`src/rtl/button_debouncer_pkg.sv`:
```
// -----------------------------------------------------------------------------
// button_debouncer_pkg
// Shared types and constants for the button debouncer.
//   state_t           : FSM encoding (IDLE=0, ARMING=1, HELD=2, RELEASING=3)
//   DEF_* constants   : default timing for a 25 MHz clock
//                       (10 ms debounce, 500 ms first repeat, 200 ms repeat)
//   max2()            : helper for sizing counters at elaboration time
// -----------------------------------------------------------------------------
package button_debouncer_pkg;

  typedef enum logic [1:0] {
    ST_IDLE      = 2'd0,
    ST_ARMING    = 2'd1,
    ST_HELD      = 2'd2,
    ST_RELEASING = 2'd3
  } state_t;

  localparam int unsigned CLK_HZ              = 25_000_000;
  localparam int unsigned DEF_DEBOUNCE_CYCLES = CLK_HZ / 100;      // 10 ms
  localparam int unsigned DEF_REPEAT_DELAY    = CLK_HZ / 2;        // 500 ms
  localparam int unsigned DEF_REPEAT_PERIOD   = CLK_HZ / 5;        // 200 ms

  function automatic int unsigned max2(input int unsigned a, input int unsigned b);
    return (a > b) ? a : b;
  endfunction

endpackage

```
`src/rtl/button_debouncer_if.sv`:
```
// -----------------------------------------------------------------------------
// button_debouncer_if
// Signal bundle between a button source and the debouncer.
//   btn_in        : synchronized raw button level (1 = pressed)
//   btn_level     : debounced level
//   press_pulse   : one-cycle strobe on accepted press / auto-repeat
//   release_pulse : one-cycle strobe on accepted release
//   state_dbg     : current FSM state, for observation only
// Handshake: there is no valid/ready pair. btn_in is sampled on every rising
// clk edge; all outputs are registered and change only on rising clk edges,
// so a consumer samples them every cycle and treats pulses as single-cycle
// events.
// Modports: master drives btn_in, slave (the debouncer) drives the rest.
// -----------------------------------------------------------------------------
interface button_debouncer_if;
  import button_debouncer_pkg::*;

  logic   btn_in;
  logic   btn_level;
  logic   press_pulse;
  logic   release_pulse;
  state_t state_dbg;

  modport master (
    output btn_in,
    input  btn_level,
    input  press_pulse,
    input  release_pulse,
    input  state_dbg
  );

  modport slave (
    input  btn_in,
    output btn_level,
    output press_pulse,
    output release_pulse,
    output state_dbg
  );
endinterface

```
`src/rtl/button_debouncer.sv`:
```
// -----------------------------------------------------------------------------
// button_debouncer
// Filters contact bounce on one synchronized button and produces a clean
// level plus press / release strobes for the game control logic.
// Ports:
//   clk   : system clock
//   reset : synchronous, active-high reset
//   bus   : button_debouncer_if.slave (btn_in in; btn_level, press_pulse,
//           release_pulse, state_dbg out)
// Parameters:
//   DEBOUNCE_CYCLES : identical consecutive samples needed to accept a change (>=2)
//   REPEAT_DELAY    : HELD cycles before the first auto-repeat pulse (>=1)
//   REPEAT_PERIOD   : cycles between further auto-repeat pulses (>=1)
// Build option:
//   BUTTON_DEBOUNCER_AUTOREPEAT_EN : when defined, press_pulse also repeats
//   while the button stays held; otherwise no repeat logic is built.
// -----------------------------------------------------------------------------
module button_debouncer
  import button_debouncer_pkg::*;
#(
  parameter int unsigned DEBOUNCE_CYCLES = DEF_DEBOUNCE_CYCLES,
  parameter int unsigned REPEAT_DELAY    = DEF_REPEAT_DELAY,
  parameter int unsigned REPEAT_PERIOD   = DEF_REPEAT_PERIOD
) (
  input  logic              clk,
  input  logic              reset,
  button_debouncer_if.slave bus
);

  // Elaboration-time legality checks on the parameters.
  if (DEBOUNCE_CYCLES < 2) begin : g_bad_debounce
    $error("button_debouncer: DEBOUNCE_CYCLES must be >= 2");
  end
  if (REPEAT_DELAY < 1 || REPEAT_PERIOD < 1) begin : g_bad_repeat
    $error("button_debouncer: REPEAT_DELAY and REPEAT_PERIOD must be >= 1");
  end

  localparam int CW = $clog2(DEBOUNCE_CYCLES + 1);
  localparam logic [CW-1:0] CNT_ONE  = CW'(1);
  localparam logic [CW-1:0] CNT_LAST = CW'(DEBOUNCE_CYCLES - 1);

  state_t        state_q, state_d;
  logic [CW-1:0] cnt_q, cnt_d;
  logic          level_q, level_d;
  logic          press_q, press_d;
  logic          release_q, release_d;
  logic          rpt_fire;

  // Next-state and output decode. The counter holds the number of
  // consecutive samples seen that disagree with the accepted level, so the
  // change is taken on the edge that samples the DEBOUNCE_CYCLES-th one.
  always_comb begin
    state_d   = state_q;
    cnt_d     = cnt_q;
    level_d   = level_q;
    press_d   = 1'b0;
    release_d = 1'b0;
    case (state_q)
      ST_IDLE: begin
        if (bus.btn_in) begin
          state_d = ST_ARMING;
          cnt_d   = CNT_ONE;
        end
      end
      ST_ARMING: begin
        if (!bus.btn_in) begin
          state_d = ST_IDLE;
          cnt_d   = '0;
        end else if (cnt_q == CNT_LAST) begin
          state_d = ST_HELD;
          level_d = 1'b1;
          press_d = 1'b1;
          cnt_d   = '0;
        end else begin
          cnt_d = cnt_q + CNT_ONE;
        end
      end
      ST_HELD: begin
        if (!bus.btn_in) begin
          state_d = ST_RELEASING;
          cnt_d   = CNT_ONE;
        end
      end
      ST_RELEASING: begin
        if (bus.btn_in) begin
          state_d = ST_HELD;
          cnt_d   = '0;
        end else if (cnt_q == CNT_LAST) begin
          state_d   = ST_IDLE;
          level_d   = 1'b0;
          release_d = 1'b1;
          cnt_d     = '0;
        end else begin
          cnt_d = cnt_q + CNT_ONE;
        end
      end
      default: begin
        state_d = ST_IDLE;
        cnt_d   = '0;
      end
    endcase
  end

  always_ff @(posedge clk) begin
    if (reset) begin
      state_q   <= ST_IDLE;
      cnt_q     <= '0;
      level_q   <= 1'b0;
      press_q   <= 1'b0;
      release_q <= 1'b0;
    end else begin
      state_q   <= state_d;
      cnt_q     <= cnt_d;
      level_q   <= level_d;
      press_q   <= press_d | rpt_fire;
      release_q <= release_d;
    end
  end

`ifdef BUTTON_DEBOUNCER_AUTOREPEAT_EN
  localparam int RW = $clog2(max2(REPEAT_DELAY, REPEAT_PERIOD) + 1);
  localparam logic [RW-1:0] RPT_FIRST = RW'(REPEAT_DELAY);
  localparam logic [RW-1:0] RPT_NEXT  = RW'(REPEAT_PERIOD);

  // rpt_q counts HELD cycles since entry or since the last repeat pulse;
  // rpt_first_q selects which interval is being timed. Counting only on
  // HELD->HELD edges makes it freeze through a RELEASING excursion.
  logic [RW-1:0] rpt_q, rpt_d, rpt_inc, rpt_target;
  logic          rpt_first_q, rpt_first_d;
  logic          held_stay;

  assign held_stay  = (state_q == ST_HELD) && bus.btn_in;
  assign rpt_inc    = rpt_q + RW'(1);
  assign rpt_target = rpt_first_q ? RPT_FIRST : RPT_NEXT;

  always_comb begin
    rpt_d       = rpt_q;
    rpt_first_d = rpt_first_q;
    rpt_fire    = 1'b0;
    if (press_d || release_d) begin
      // Entering HELD from ARMING, or leaving to IDLE: restart timing.
      rpt_d       = '0;
      rpt_first_d = 1'b1;
    end else if (held_stay) begin
      if (rpt_inc == rpt_target) begin
        rpt_fire    = 1'b1;
        rpt_d       = '0;
        rpt_first_d = 1'b0;
      end else begin
        rpt_d = rpt_inc;
      end
    end
  end

  always_ff @(posedge clk) begin
    if (reset) begin
      rpt_q       <= '0;
      rpt_first_q <= 1'b1;
    end else begin
      rpt_q       <= rpt_d;
      rpt_first_q <= rpt_first_d;
    end
  end
`else
  assign rpt_fire = 1'b0;
`endif

  assign bus.btn_level     = level_q;
  assign bus.press_pulse   = press_q;
  assign bus.release_pulse = release_q;
  assign bus.state_dbg     = state_q;

endmodule
```
`src/flat_wrapper.sv`:
```
// flat-port wrapper written by rule: the top's interface ports become plain ports
module button_debouncer_flat import button_debouncer_pkg::*;
#(
  parameter int unsigned DEBOUNCE_CYCLES = DEF_DEBOUNCE_CYCLES,
  parameter int unsigned REPEAT_DELAY    = DEF_REPEAT_DELAY,
  parameter int unsigned REPEAT_PERIOD   = DEF_REPEAT_PERIOD
)
  (clk, reset, bus_btn_in, bus_btn_level, bus_press_pulse, bus_release_pulse, bus_state_dbg);
  button_debouncer_if bus_i ();
  input  logic clk;
  input  logic reset;
  input wire logic [$bits(bus_i.btn_in)-1:0] bus_btn_in;
  output wire logic [$bits(bus_i.btn_level)-1:0] bus_btn_level;
  output wire logic [$bits(bus_i.press_pulse)-1:0] bus_press_pulse;
  output wire logic [$bits(bus_i.release_pulse)-1:0] bus_release_pulse;
  output wire logic [$bits(bus_i.state_dbg)-1:0] bus_state_dbg;
  assign bus_i.btn_in = bus_btn_in;
  assign bus_btn_level = bus_i.btn_level;
  assign bus_press_pulse = bus_i.press_pulse;
  assign bus_release_pulse = bus_i.release_pulse;
  assign bus_state_dbg = bus_i.state_dbg;
  button_debouncer #(.DEBOUNCE_CYCLES(DEBOUNCE_CYCLES), .REPEAT_DELAY(REPEAT_DELAY), .REPEAT_PERIOD(REPEAT_PERIOD)) u_core (.clk(clk), .reset(reset), .bus(bus_i));
endmodule
```
`config.mk`:
```
export PLATFORM = sky130hd
export DESIGN_NAME = button_debouncer_flat
export DESIGN_NICKNAME = d
export VERILOG_FILES = /design/src/rtl/button_debouncer_pkg.sv /design/src/rtl/button_debouncer_if.sv /design/src/rtl/button_debouncer.sv /design/src/flat_wrapper.sv
export SDC_FILE = /design/constraint.sdc
export NUM_CORES = 1
export LEC_CHECK = 0
export CORE_UTILIZATION = 48
export CTS_CLUSTER_SIZE = 20
export DETAILED_ROUTE_END_ITERATION = 16
export GPL_ROUTABILITY_DRIVEN = 0
export GPL_TIMING_DRIVEN = 1
export PLACE_DENSITY_LB_ADDON = 0.12
export SLEW_MARGIN = 0
export SYNTH_ARGS = -nofsm -noshare
export SYNTH_HDL_FRONTEND = slang
export SYNTH_SLANG_ARGS = --single-unit
```
`constraint.sdc`:
```
create_clock -name clk -period 1.6 [get_ports clk]
set_input_delay 0.16 -clock clk [delete_from_list [all_inputs] [get_ports clk]]
set_output_delay 0.16 -clock clk [all_outputs]
set_load 0.005 [all_outputs]
```
==> results of run 1 <==
through the flow:
stage	TNS (ns)	hold slack [ns]
finish	-0.5068	0.4937
global route	-1.806	0.5387
CTS	-0.5445	0.4979
detailed placement	-3.532	0.4802
global placement	-3.504	0.4671
floorplan	0	0.2387
synthesized netlist by cell type, drive strengths merged (2+ instances only):
cell	count
a22o	3
and3	5
xnor2	4
inv	4
buf	3
nor3	5
nor2	17
nand2	9
a21oi	5
nor4b	2
nand3	11
mux2i	2
clkbuf	3
dfxtp	23
xor2	6
o21ai	9
nand4	5
nor3b	2
worst reg2reg max path: stages (launching register included):
cell	delay [ns]
dfxtp_1	0.34
and4bb_2	0.29
nand4_1	0.17
o31a_1	0.37
buf_6	0.16
buf_6	0.11
a22o_1	0.16
flip-flops by register name, summed over array words and instances (netlist names), named ones only:
signal                    count
u_core.bus.press_pulse        1
u_core.bus.release_pulse      1
u_core.bus.btn_level          1
u_core.bus.state_dbg          1
u_core.cnt_q                 18
path summary, 6_finish.rpt:
kind                                      startpoint              endpoint  slack [ns]  cells past startpoint
worst max-delay path                u_core.cnt_q[11]       u_core.cnt_q[6]       -0.09                      6
worst min register to register  u_core.bus.btn_level  u_core.bus.btn_level        0.49                      2
worst max register to register      u_core.cnt_q[11]       u_core.cnt_q[6]       -0.09                      6
worst min-delay path            u_core.bus.btn_level  u_core.bus.btn_level        0.49                      2
cell type report:
class                   instances  area share (%)
repair buffers                 44           22.62
flip-flops and latches         23           29.17
well taps                      28           2.184
inverters                       4          0.9360
clock buffers                   4           1.638
multi-input cells             100           43.45
report_power, final:
part	internal (mW)	switching (mW)
combinational	0.0515	0.0465
sequential	0.579	0.00433
clock	0.0976	0.181
metal layers:
layer	global-route usage, %	wire length [um]	up-vias
met5	0	0	-
met4	12.86	36	0
met3	5.864	71	4
met2	42.89	1384	14
met1	26.47	1258	536
li1	-	-	561
kinds of logic after synthesis:
kind of cell	count (synthesis)	share of synthesized area, %
AO/OA/AOI/OAI	22	12.29
XOR/XNOR	10	7.891
adder cells (fa/ha/maj)	1	1.127
buffers and inverters	10	3.946
flip-flops	23	41.49
multiplexers	2	1.804
AND/OR/NAND/NOR	65	31.45
timing repair:
| action | in CTS | in global routing |
|---|---|---|
| endpoints found under the setup margin | 13 | 22 |
| pin swaps | 5 | 11 |
| hold buffers | 0 | 0 |
| setup buffers | 4 | 0 |
| resized for setup | 9 | 22 |
==> run summary, run 1 <==
Status: finished, violations left
Failing checks: setup timing
RSZ-0062 raised after global routing: yes
Multi-input logic area: 696.9 um^2
Placed Area: 0.001454 mm^2
Post-place setup slack: -0.2712 ns
Final Non-Filler Cells: 203
Headroom to the max-slew limit: 69.55%
Latest clock arrival within the worst-skew pair: 0.32 ns
First-pass GRT wire length: 4.567 mm
Setup ws final: -0.08875 ns
Max-Cap Viols: 0
CTS tree: done
Vias in the first global route: 1079
CTS Buffer Depth: 2
Nets@finish: 180
Final Setup Violations: 12
Main synth FF type: dfxtp_1
Die footprint: 0.002509 mm^2
Period utilisation layout: 105.5%
Gr usage total: 24.37%
Via density: 5.493
PD cells: 598.7 mW/mm^2
Synth cell types: 35
Final Core Density: 73.22%
Fin. max-slew vios: 0
Max incr delay on CP: 0.37 ns
DP Wirelength: 1.958 mm
I/O pin count: 8
Core region area: 0.002191 mm^2
Most frequent cells in the layout: buf_4 (33), dfxtp_1 (17), nor2_1 (14)
Path category of the worst min-delay check: register to register
Power Total: 0.9603 mW
Startpoint Class: register
CTS root buf: clkbuf_4
Register area share after synthesis: 41.49%
Die Wd: 50.09 um
Die height: 50.09 um
Clock Sinks: 23
Syn nets: 137
Worst Setup End Kind: register
Worst-path cell chain: and4bb_2 > nand4_1 > o31a_1 > buf_6 > buf_6 > a22o_1
Detailed Route WL: 2.750 mm
Wire length per cell: 13.55 um
Vias: 1115
Final instance area: 0.001604 mm^2
Commonest non-fill, non-tap cell in the layout: buf_4
Placed insts: 195
Hold Violations, Final: 0
Area growth, synth to finish: 44.53%
Area contributors post-synth: dfxtp_1 (41%), nor2_1 (5.7%), nand3_1 (5.0%)
Port Buffers: 7
Largest net degree at the start of global routing: 13
Slowest cell on crit path: o31a_1
CP delay by family, top: compound AO/OA/AOI/OAI gates
Async SR Flop Fraction: 0%
Syn Inst Count: 133
Final-layout fill cell count: 163
Post-synth EDFFs: 0
TritonRoute pass-1 iters: 4
Worst path arrival time: 1.91 ns
Critical path data required time: 1.82 ns
Initial antenna violation count: 0
Layout cells sized above 1: 38.29%
Diodes inserted: 0
Fmax: 0.5922 GHz
#FFs+latches synth: 23
Total CTS buffers: 3
Initial core utilization: 50.66%
Clock Pin Slew Worst Setup and Hold Paths: 0.13 ns
Critical path type: register to register
Htree depth: 1
Final min period: 1.689 ns
FF/Latch Area: 467.9 um^2
Area leader, netlist: dfxtp_1
Post-Synthesis Cell Area: 0.001110 mm^2
DR iter-0 viols: 13
CP Buf/Inv Count: 2
Residual DRC count: 0
Avg Cell Area, Syn: 8.344 um^2
Row count: 17
Lkg Pwr: 0.6648 nW
Synth top area share: 41.49%
Fin Clk Skew: 0.004780 ns
Worst slew pin tran: 0.4542 ns
Most frequent CP cell: buf_6
CP Max Fanout: 4
Global route total overflow: 0
Antenna-violating nets left: 0
Ys Warns: 0
Worst vdd ir: 0.0005571 V
No activity file was read; power rests on OpenSTA's default activity.
==> inputs of run 2 (changes only) <==
==> constraint.sdc (replaced) <==
create_clock -name clk -period 1.95 [get_ports clk]
set_input_delay 0.195 -clock clk [delete_from_list [all_inputs] [get_ports clk]]
set_output_delay 0.195 -clock clk [all_outputs]
set_load 0.005 [all_outputs]
==> run summary, run 2 (synthesis results as in run 1) <==
Vias in the first global route: 872 (-19%)
Hold Violations, Final: 0 (unchanged)
Residual DRC count: 0 (unchanged)
Port Buffers: 7 (unchanged)
Initial core utilization: 50.66% (unchanged)
CTS tree: done
CTS root buf: clkbuf_4
Gr usage total: 19.86% (-4.5 points)
Vias: 971 (-13%)
Status: completed
Fin Clk Skew: 0.004747 ns (-0.00003345 ns)
Path category of the worst min-delay check: register to register
Period utilisation layout: 94.61% (-11 points)
Hold_sp: u_core.bus.btn_level
Die footprint: 0.002509 mm^2 (unchanged)
Startpoint Class: register
Worst Setup End Kind: register
Via density: 5.486 (-0.12%)
Latest clock arrival within the worst-skew pair: 0.30 ns (-0.02 ns)
Largest net degree at the start of global routing: 13 (unchanged)
Global route total overflow: 0 (unchanged)
Reg2reg path depth: 5 (-1)
RSZ-0062 raised after global routing: no
Initial antenna violation count: 0 (unchanged)
Fin. max-slew vios: 0 (unchanged)
Die height: 50.09 um (unchanged)
Area growth, synth to finish: 17.25%
CP Max Fanout: 10 (+6)
Antenna-violating nets left: 0 (unchanged)
Commonest non-fill, non-tap cell in the layout: dfxtp_1
Clock Pin Slew Worst Setup and Hold Paths: 0.12 ns (about the same)
Hold buffer count at cts: 0 (unchanged)
Detailed Route WL: 2.238 mm (-19%)
Max reg flops: 18 (unchanged)
Critical path data required time: 2.16 ns (+0.34 ns)
R2R Setup Slk: 0.11 ns (+0.19 ns)
Worst vdd ir: 0.0003934 V (-29%)
Clock Sinks: 23 (unchanged)
TritonRoute pass-1 iters: 4 (unchanged)
PD cells: 575.7 mW/mm^2 (-3.8%)
Post-place setup slack: -0.2753 ns (-0.004014 ns)
I/O pin count: 8 (unchanged)
Hold depth: 2 (unchanged)
Fmax: 0.5420 GHz (-8.5%)
Setup ws final: 0.1051 ns (+0.1939 ns)
Core region area: 0.002191 mm^2 (unchanged)
Total CTS buffers: 3 (unchanged)
Final Setup Violations: 0 (-12)
Critical path type: register to register
Diodes inserted: 0 (unchanged)
Most flops, register: u_core.cnt_q
Max-Cap Viols: 0 (unchanged)
CTS Buffer Depth: 2 (unchanged)
Row count: 17 (unchanged)
Worst slew pin tran: 0.6511 ns (+0.1969 ns)
Die Wd: 50.09 um (unchanged)
Htree depth: 1 (unchanged)
Lkg Pwr: 0.4916 nW (-26%)
First-pass GRT wire length: 3.726 mm (-18%)
DR iter-0 viols: 27 (+14)
Worst r2r src: u_core.cnt_q[5]
Power Total: 0.7491 mW (-22%)
Most frequent cells in the layout: dfxtp_1 (23), nor2_1 (17), nand3_1 (11), buf_4 (11)
Hold Path Sink: u_core.bus.btn_level
Nets@finish: 154 (-14%)
DP Wirelength: 1.696 mm (-13%)
Final min period: 1.845 ns (+0.1561 ns)
Layout cells sized above 1: 12.08% (-26 points)
End of the worst register-to-register path: u_core.cnt_q[10]
Worst path arrival time: 2.05 ns (+0.14 ns)
Headroom to the max-slew limit: 56.35% (-13 points)
Wire length per cell: 12.64 um (-6.7%)
run 2: changes by cell type in the layout (fill, tap and decap cells not counted), sizes merged:
cell,change
buf,-26
run 2: area by class of cell:
cell class / instances / area, um^2
fill: 199 / 889.6
multi-input combinational: 100 / 611.8
sequential: 23 / 460.4
timing repair buffer: 18 / 152.6
tap: 28 / 35.03
clock buffer: 4 / 26.28
inverter: 4 / 15.01
run 2: per-stage QoR:
stage	utilization [%]	setup TNS (ns)	area [um^2]	hold slack, ns	cells
CTS	59.34	0	1300	0.5011	177
global route	59.39	0	1301	0.5255	177
finish	59.39	0	1301	0.4929	177
global placement	57.91	-1.564	1269	0.4747	173
detailed placement	57.91	-2.434	1269	0.4836	173
floorplan	-	0	1110	0.2737	133
run 2: worst max-delay path by stage:
stage | startpoint | end | slack, ns | cells after the start
finish | u_core.cnt_q[5] | u_core.cnt_q[10] | 0.11 | 5
global route | u_core.cnt_q[5] | u_core.cnt_q[10] | 0.04 | 5
CTS | u_core.cnt_q[5] | u_core.cnt_q[10] | 0.07 | 5
detailed placement | bus_btn_in | u_core.cnt_q[15] | -0.28 | 5
global placement | bus_btn_in | u_core.cnt_q[14] | -0.19 | 5
floorplan | u_core.cnt_q[0] | u_core.cnt_q[10] | 0.28 | 7
run 2: worst max-delay path, stage by stage (launching register included):
cell     delay (ns)
dfxtp_1        0.38
nor4b_2        0.30
nand4_1        0.20
o31a_2         0.42
and3_1         0.19
a211o_1        0.26
run 2: layer usage:
metal	global-route usage [%]	wire length [um]	vias to the layer above
met5	0	0	-
met4	9.524	16	0
met3	2.778	53	2
met2	32.67	1057	16
met1	25.09	1111	448
li1	-	-	505
run 2: timing repair:
item | in CTS | in global routing
hold endpoints to repair | 0 | 0
endpoints found under the setup margin | 6 | 1
setup buffers | 0 | 0
gates resized for setup | 1 | 1
pin swaps | 0 | 0
run 2: report_power, final:
group	switching [mW]	leakage, nW	internal [mW]
clock	0.137	0.0150	0.0797
sequential	0.00536	0.186	0.475
combinational	0.0266	0.291	0.0255
total	0.169	0.492	0.580
